## src/rtl/load_store_unit.sv

```systemverilog
// load_store_unit: memory-access stage that follows the ALU. It takes one access
// at a time and drives a single-beat valid/ready data-memory port. Loads return
// aligned, sign- or zero-extended data. Misaligned or illegal accesses, and
// requests that time out, complete with an error flag instead of issuing a bus cycle.
//
// Ports
//   clk, reset            rising-edge clock, synchronous active-high reset
//   start                 request pulse, sampled only in IDLE
//   is_load, is_store     access direction; exactly one must be set
//   funct3                width/sign: 000 B, 001 H, 010 W, 100 BU, 101 HU
//   addr, store_data      effective address and rs2 value
//   busy, done            busy while not IDLE; done pulses for one cycle
//   load_data             extended load result, held until the next completed load
//   err_misalign          with done: misaligned or illegal access
//   err_bus               with done: memory did not respond within TIMEOUT cycles
//   mem_req/we/addr/wstrb/wdata   request side of the memory port
//   mem_ready, mem_rdata  response side of the memory port
module load_store_unit #(
    parameter int unsigned TIMEOUT = 16
) (
    input  logic        clk,
    input  logic        reset,
    input  logic        start,
    input  logic        is_load,
    input  logic        is_store,
    input  logic [2:0]  funct3,
    input  logic [31:0] addr,
    input  logic [31:0] store_data,
    output logic        busy,
    output logic        done,
    output logic [31:0] load_data,
    output logic        err_misalign,
    output logic        err_bus,
    output logic        mem_req,
    output logic        mem_we,
    output logic [31:0] mem_addr,
    output logic [3:0]  mem_wstrb,
    output logic [31:0] mem_wdata,
    input  logic        mem_ready,
    input  logic [31:0] mem_rdata
);
    localparam int unsigned CNT_W = 8;
    localparam logic [1:0] S_IDLE = 2'd0;
    localparam logic [1:0] S_REQ  = 2'd1;
    localparam logic [1:0] S_DONE = 2'd2;

    logic [1:0]       r_state;
    logic [2:0]       r_f3;
    logic [1:0]       r_off;
    logic             r_is_load;
    logic [CNT_W-1:0] r_cnt;

    logic [1:0]       w_state_n;
    logic [2:0]       w_f3_n;
    logic [1:0]       w_off_n;
    logic             w_is_load_n;
    logic [CNT_W-1:0] w_cnt_n;
    logic             w_done_n, w_err_mis_n, w_err_bus_n;
    logic             w_req_n, w_we_n;
    logic [31:0]      w_addr_n, w_wdata_n, w_ld_n;
    logic [3:0]       w_wstrb_n;

    logic             w_bad;
    logic [3:0]       w_st_strb;
    logic [31:0]      w_st_data;
    logic [7:0]       w_byte;
    logic [15:0]      w_half;
    logic [31:0]      w_rd_ext;

    // Request decode: legality/alignment and store lane placement.
    always_comb begin
        w_bad = 1'b0;
        case (funct3)
            3'b000:         w_bad = 1'b0;
            3'b001:         w_bad = addr[0];
            3'b010:         w_bad = |addr[1:0];
            3'b100:         w_bad = is_store;
            3'b101:         w_bad = is_store | addr[0];
            default:        w_bad = 1'b1;
        endcase
        case (funct3[1:0])
            2'b00: begin
                w_st_strb = 4'b0001 << addr[1:0];
                w_st_data = {4{store_data[7:0]}};
            end
            2'b01: begin
                w_st_strb = 4'b0011 << addr[1:0];
                w_st_data = {2{store_data[15:0]}};
            end
            default: begin
                w_st_strb = 4'b1111;
                w_st_data = store_data;
            end
        endcase
    end

    // Load extraction from the returned word using the latched offset and width.
    always_comb begin
        w_byte = mem_rdata[{r_off, 3'b000} +: 8];
        w_half = mem_rdata[{r_off[1], 4'b0000} +: 16];
        case (r_f3)
            3'b000:  w_rd_ext = {{24{w_byte[7]}}, w_byte};
            3'b001:  w_rd_ext = {{16{w_half[15]}}, w_half};
            3'b100:  w_rd_ext = {24'd0, w_byte};
            3'b101:  w_rd_ext = {16'd0, w_half};
            default: w_rd_ext = mem_rdata;
        endcase
    end

    // Next-state and next-output logic.
    always_comb begin
        w_state_n   = r_state;
        w_f3_n      = r_f3;
        w_off_n     = r_off;
        w_is_load_n = r_is_load;
        w_cnt_n     = r_cnt;
        w_done_n    = 1'b0;
        w_err_mis_n = 1'b0;
        w_err_bus_n = 1'b0;
        w_req_n     = mem_req;
        w_we_n      = mem_we;
        w_addr_n    = mem_addr;
        w_wstrb_n   = mem_wstrb;
        w_wdata_n   = mem_wdata;
        w_ld_n      = load_data;

        case (r_state)
            S_IDLE: begin
                if (start && (is_load ^ is_store)) begin
                    w_f3_n      = funct3;
                    w_off_n     = addr[1:0];
                    w_is_load_n = is_load;
                    if (w_bad) begin
                        w_state_n   = S_DONE;
                        w_done_n    = 1'b1;
                        w_err_mis_n = 1'b1;
                    end else begin
                        w_state_n = S_REQ;
                        w_cnt_n   = '0;
                        w_req_n   = 1'b1;
                        w_we_n    = is_store;
                        w_addr_n  = {addr[31:2], 2'b00};
                        w_wstrb_n = is_store ? w_st_strb : 4'b0000;
                        w_wdata_n = is_store ? w_st_data : 32'd0;
                    end
                end
            end
            S_REQ: begin
                // Handshake takes priority over a timeout on the same cycle.
                if (mem_ready || (r_cnt == CNT_W'(TIMEOUT - 1))) begin
                    w_state_n   = S_DONE;
                    w_done_n    = 1'b1;
                    w_err_bus_n = ~mem_ready;
                    w_req_n     = 1'b0;
                    w_we_n      = 1'b0;
                    w_addr_n    = 32'd0;
                    w_wstrb_n   = 4'b0000;
                    w_wdata_n   = 32'd0;
                    if (r_is_load) begin
                        w_ld_n = mem_ready ? w_rd_ext : 32'd0;
                    end
                end else begin
                    w_cnt_n = r_cnt + CNT_W'(1);
                end
            end
            S_DONE: begin
                w_state_n = S_IDLE;
            end
            default: begin
                w_state_n = S_IDLE;
            end
        endcase
    end

    // State and registered outputs.
    always_ff @(posedge clk) begin
        if (reset) begin
            r_state      <= S_IDLE;
            r_f3         <= 3'd0;
            r_off        <= 2'd0;
            r_is_load    <= 1'b0;
            r_cnt        <= '0;
            busy         <= 1'b0;
            done         <= 1'b0;
            load_data    <= 32'd0;
            err_misalign <= 1'b0;
            err_bus      <= 1'b0;
            mem_req      <= 1'b0;
            mem_we       <= 1'b0;
            mem_addr     <= 32'd0;
            mem_wstrb    <= 4'b0000;
            mem_wdata    <= 32'd0;
        end else begin
            r_state      <= w_state_n;
            r_f3         <= w_f3_n;
            r_off        <= w_off_n;
            r_is_load    <= w_is_load_n;
            r_cnt        <= w_cnt_n;
            busy         <= (w_state_n != S_IDLE);
            done         <= w_done_n;
            load_data    <= w_ld_n;
            err_misalign <= w_err_mis_n;
            err_bus      <= w_err_bus_n;
            mem_req      <= w_req_n;
            mem_we       <= w_we_n;
            mem_addr     <= w_addr_n;
            mem_wstrb    <= w_wstrb_n;
            mem_wdata    <= w_wdata_n;
        end
    end
endmodule

```

## config.mk

```make
export PLATFORM = sky130hd
export DESIGN_NAME = load_store_unit
export DESIGN_NICKNAME = d
export VERILOG_FILES = /design/src/rtl/load_store_unit.sv
export SDC_FILE = /design/constraint.sdc
export NUM_CORES = 1
export LEC_CHECK = 0
export CORE_ASPECT_RATIO = 0.9
export CORE_MARGIN = 1
export CORE_UTILIZATION = 38
export DETAILED_ROUTE_END_ITERATION = 10
export PLACE_DENSITY = 0.73
export SYNTH_ARGS = -nofsm -noshare
export SYNTH_HDL_FRONTEND = slang
export SYNTH_SLANG_ARGS = --single-unit
```

## constraint.sdc

```tcl
create_clock -name clk -period 1.7 [get_ports clk]
set_input_delay 0.34 -clock clk [delete_from_list [all_inputs] [get_ports clk]]
set_output_delay 0.34 -clock clk [all_outputs]
set_load 0.02 [all_outputs]
```

* After elaboration in Yosys (flattened, before gate mapping)
Cells that the tools add are included.
Storage, ports and cells: register bits after elaboration 122, bits in latches 0, RAM bits 0, memory bits (read-only) 0, output and inout port bits 106, memories 0
Cells by class: add/sub/neg operators 1, multiply operators 0, divide/modulo/power cells 0, $lt $le $gt $ge 0, eq/ne operators 14, shift operators 4, mux-type cells 37, bitwise gates (word level) 6, reductions and logical operators 15
Operators by type and width (count):
- 2-to-1 mux 32 bit | 7
- one-hot mux 32 bit (2 select lines) | 3
- one-hot mux 32 bit (4 select lines) | 1
- variable part select 32 x 6 -> 16 bit | 1
- variable part select 32 x 6 -> 8 bit | 1
- 2-to-1 mux 8 bit | 3
- 2-to-1 mux 4 bit | 4
- one-hot mux 4 bit (2 select lines) | 2
- one-hot mux 8 bit (2 select lines) | 1
- == test 3 bit, second input constant | 4
- adder 8 x 1 -> 8 bit, second input constant | 1
- == test 8 x 4 -> 1 bit, second input constant | 1
- 2-to-1 mux 1 bit | 8
- != test 2 bit, second input constant | 4
- AND reduction 4 bit | 2
- == test 3 x 1 -> 1 bit, second input constant | 2
- zero test 3 bit | 2
- 2-to-1 mux 2 bit | 3
- one-hot mux 1 bit (2 select lines) | 3
- one-hot mux 1 bit (5 select lines) | 1
- == test 2 x 1 -> 1 bit, second input constant | 2
- zero test 2 bit | 2
- NOT 1 bit | 4
- one-hot mux 2 bit (2 select lines) | 1
- other kinds (12) | 14

* Logic depth before layout (Yosys ltp)
depth in word-level cells 6, gate-level depth with buffers 7

* Worst setup path before layout
No wires, ideal clock.
kind register to register, start point register r_off[1], end point register load_data[17], setup time 0.122 ns, arrival time 1.678 ns, data required time 1.578 ns, path slack -0.100 ns, stages on the path, launching flop included 7, buffers on the path 2, clock period less this slack 1.800 ns, cell sequence dfxtp_1 > mux4_2 > nor2_1 > and4bb_1 > buf_2 > buf_4 > a221o_1
On the way: cells in the longest elaborated chain, start to end 3
RTL lines:
- start, declared | RTL line 49 | logic [1:0] r_off;
- start signal, assigned | RTL line 196 | r_off <= w_off_n;
- variable part select 32 x 6 -> 16 bit or variable part select 32 x 6 -> 8 bit (tied branches) | RTL line 100, 99
- one-hot mux 32 bit (4 select lines) (*) | RTL line 101 | case (r_f3)
- 2-to-1 mux 32 bit (*) | RTL line 160 | w_ld_n = mem_ready ? w_rd_ext : 32'd0;
- end signal, assigned | RTL line 201 | load_data <= w_ld_n;
- end, declared | RTL line 31 | output logic [31:0] load_data,
Mark *: on every way between the ends. The rest lies on a longest branch, timed or not. A chain may end at the register's enable or synchronous reset.

* Worst setup path in the final report
start point input port is_store, end point register mem_addr[24]
On the way: cells in the longest elaborated chain, start to end 4
RTL lines:
- start, declared | RTL line 25 | input logic is_store,
- bitwise OR 1 bit or bitwise XOR 1 bit (tied branches) | RTL line 78, 129
- one-hot mux 1 bit (5 select lines) or logical AND 1 bit (tied branches) | RTL line 73, 129
- != test 2 bit (no line)
- AND reduction 4 bit (no line) (*)
- end signal, assigned | RTL line 206 | mem_addr <= w_addr_n;
- end, declared | RTL line 36 | output logic [31:0] mem_addr,
Marks and branches as above.

==> metrics.txt <==
outcome=finished, violations left; failing checks=negative setup slack; part of the power in combinational logic=12.8%; Die Span Y=roughly 110 microns; Fillers=1,042; Rows=39; crit path kind=primary input to flop; final setup margin=-98.2 ps; FMAX=roughly 560 MHz; Post-Place Cells=862; CTS tree=done; pre-CTS worst setup slack=-509 ps; ys async rst share=0%; Yosys warning total=0; DR pass1 iterations=5; total grt overflow=0; Clock Tree Root=clkbuf_16; Sw Share=a little under a quarter; Post-Syn Instances=475; Int Power=0.00548 W; cell leakage power=~3.9 nW; CP arrival=2150 ps; Post-Layout Cell Count=about 890; Longest Clk Path Bufs=2; Skew-Pair Late Insertion Delay=between 400 and 500 ps; critical path launch point type=primary input; Synth area leader=dfxtp_1; top cells by area, synth=dfxtp_1, a22o_1, mux2i_1; Antenna Nets Post-Route=0; Num CTS Buffers=17; Port Buf Inserts=between 200 and 250; Final min period=roughly 1800 ps; Final Power=roughly 0.007 W; Flop pwr share=slightly above 40%; Routed WL per cell=between 15 and 20 microns; clock sink count=120; GP Congestion=between 0.8 and 0.9; hold buffers post-CTS=0; GRT Util Overall=23.0%; overall die area=0.0135 sq mm; final period utilization=106%; routed length on met3=1.49 mm; H-Tree Depth=4; HPWL after DPL=11.1 mm; # nets final=826; vias per inst=roughly 5.4; Buf/Inv on CP=2; Reg area=between 0.002 and 0.0025 sq mm; critical path's slowest cell=clkdlybuf4s50_1; cell area power density=879 mW/mm^2; Design Area, Final=0.00808 sq mm; placement-stage cell area=around 0.0075 sq mm; Sw Pwr=between 0.0015 and 0.002 W; crit end category=flop; share of layout cells above drive strength 1=about 16%; top sig layer=met4; Core ar.=0.0127 sq mm; routed wire length=roughly 15 mm; Clk pwr share=46.3%; largest net degree at the start of global routing=46; most frequent cells in the layout=dfxtp_1, clkdlybuf4s50_1, dlygate4sd2_1, a22o_1, buf_4; met2 WL post-DR=~7.2 mm; CP max FO=between 40 and 50; reported max-cap violation count=0; Syn Area/Cell=10.4 sq um; Multi-input gate area=between 0.002 and 0.0025 sq mm; mapped cell area=approximately 0.0050 sq mm; Crit path required time=roughly 2000 ps; post-synth cell types=54; clk slew on worst S/H paths=~50 ps; commonest non-fill, non-tap cell in the layout=dfxtp_1; delay of the slowest critical-path stage=roughly 560 ps; Area growth syn-to-layout=63.2%; Hold Path Class=flop to flop; DRC violations left=0; antenna diode count=0; clk_skew=between 4 and 5 ps; Top FF cell, synth=dfxtp_1; share of Yosys cell area claimed by the top area cell type=48.5%; DR vias=approximately 4,800; IO Pins=between 200 and 250; final core area utilization=a little under two thirds; sequential area share after synthesis=about half; cell family with most CP delay=buffers and inverters; M1 WL=6.60 mm; iteration-0 DRC count of the detailed router=approximately 230; Final Max Tran Viols=0; RSZ-0062 raised after global routing=true; first-pass GRT wire length=23.5 mm; initial core utilization=39.0%; final hold viol count=0; crit-path cells=clkdlybuf4s50_1 -> a221oi_2 -> or3_1 -> a31oi_4 -> buf_12 -> a22o_1; Max VDD drop=just over 0.6 mV; initial antenna violation count=0; EDFF count, synth=0; Finish-stage setup viols=92; Die Width=122 microns; Yosys reg bits=120; vias in the first global route=roughly 4,600
==> per-layer routing <==
| metal | GRT usage [%] | up-vias |
|---|---|---|
| li1 | - | 2281 |
| met1 | 27.3 | 2275 |
| met2 | 36.7 | 215 |
| met3 | 10.1 | 17 |
| met4 | 8.54 | 0 |
| met5 | 0 | - |
==> Yosys cell counts (2+ instances only) <==
cell	count
xnor2_1	2
nor3_1	6
or2_2	2
buf_2	8
a21o_1	2
or3_1	9
mux2i_1	39
and2_1	2
o21ba_2	2
a22o_1	55
nor2b_1	9
nand2_1	21
nor3b_1	3
inv_1	7
nand3_1	4
o22ai_1	8
nor2_1	19
buf_4	5
clkbuf_1	21
nor4b_1	2
nor4_1	2
dfxtp_1	120
o21ai_0	21
a21oi_1	20
nand4_1	3
xor2_1	3
a211oi_1	2
buf_1	2
a221o_1	17
nand2b_1	3
a221oi_1	2
o2bb2ai_1	26
buf_6	6
a31oi_1	2
==> cell type report <==
class                      count  share of cell area [%]
clock buffer                  24                    6.08
clock inverter                 4                   0.557
inverter                       7                   0.325
multi-input combinational    307                    29.4
sequential                   120                    29.8
tap                          164                    2.54
timing repair buffer         267                    31.3
==> stage by stage <==
stage          hold WS (ps)  setup TNS (ps)
2_1_floorplan           465            -651
3_3_place_gp            448          -42210
3_5_place_dp            446          -45880
4_1_cts                 464           -4390
5_1_grt                 474           -9340
6_report                457           -5220
==> sequential cells by signal, summed over array words and instances (netlist names) <==
signal        flops
busy              1
done              1
err_bus           1
err_misalign      1
load_data        32
mem_addr         30
mem_req           1
mem_wdata        32
mem_we            1
mem_wstrb         4
r_cnt             8
r_f3              3
r_is_load         1
r_off             2
r_state           2
==> final timing paths <==
path / start / to / slack, ps / cells after the start
hold reg to reg: load_data[6] / load_data[6] / 460 / 1
hold / removal: load_data[6] / load_data[6] / 460 / 1
setup reg to reg: r_cnt[6] / load_data[16] / -90 / 5
setup / recovery: is_store / mem_addr[24] / -100 / 6
==> cells by family after synthesis <==
family	Yosys count	share of synthesized area, %
AO/OA/AOI/OAI	165	26.4
buffers and inverters	49	5.20
flip-flops	120	48.5
adder cells (fa/ha/maj)	1	0.253
AND/OR/NAND/NOR	94	10.3
other	1	0.0757
XOR/XNOR	5	0.884
multiplexers	40	8.34
==> what timing repair did <==
action	4_1_cts	5_1_grt
pin swaps	3	1
gates resized for setup	92	31
setup buffers	2	1
setup endpoints to repair	182	121
==> power groups by stage <==
stage	registers, W	clock network (W)	logic, W
floorplan	0.00301	0	0.000364
detailed placement	0.00297	0	0.000908
CTS	0.00291	0.00334	0.000895
global route	0.00291	0.00351	0.000972
finish	0.00291	0.00329	0.000909
global placement	0.00296	0	0.000895
Note: power is estimated with default switching activity, not from simulation.
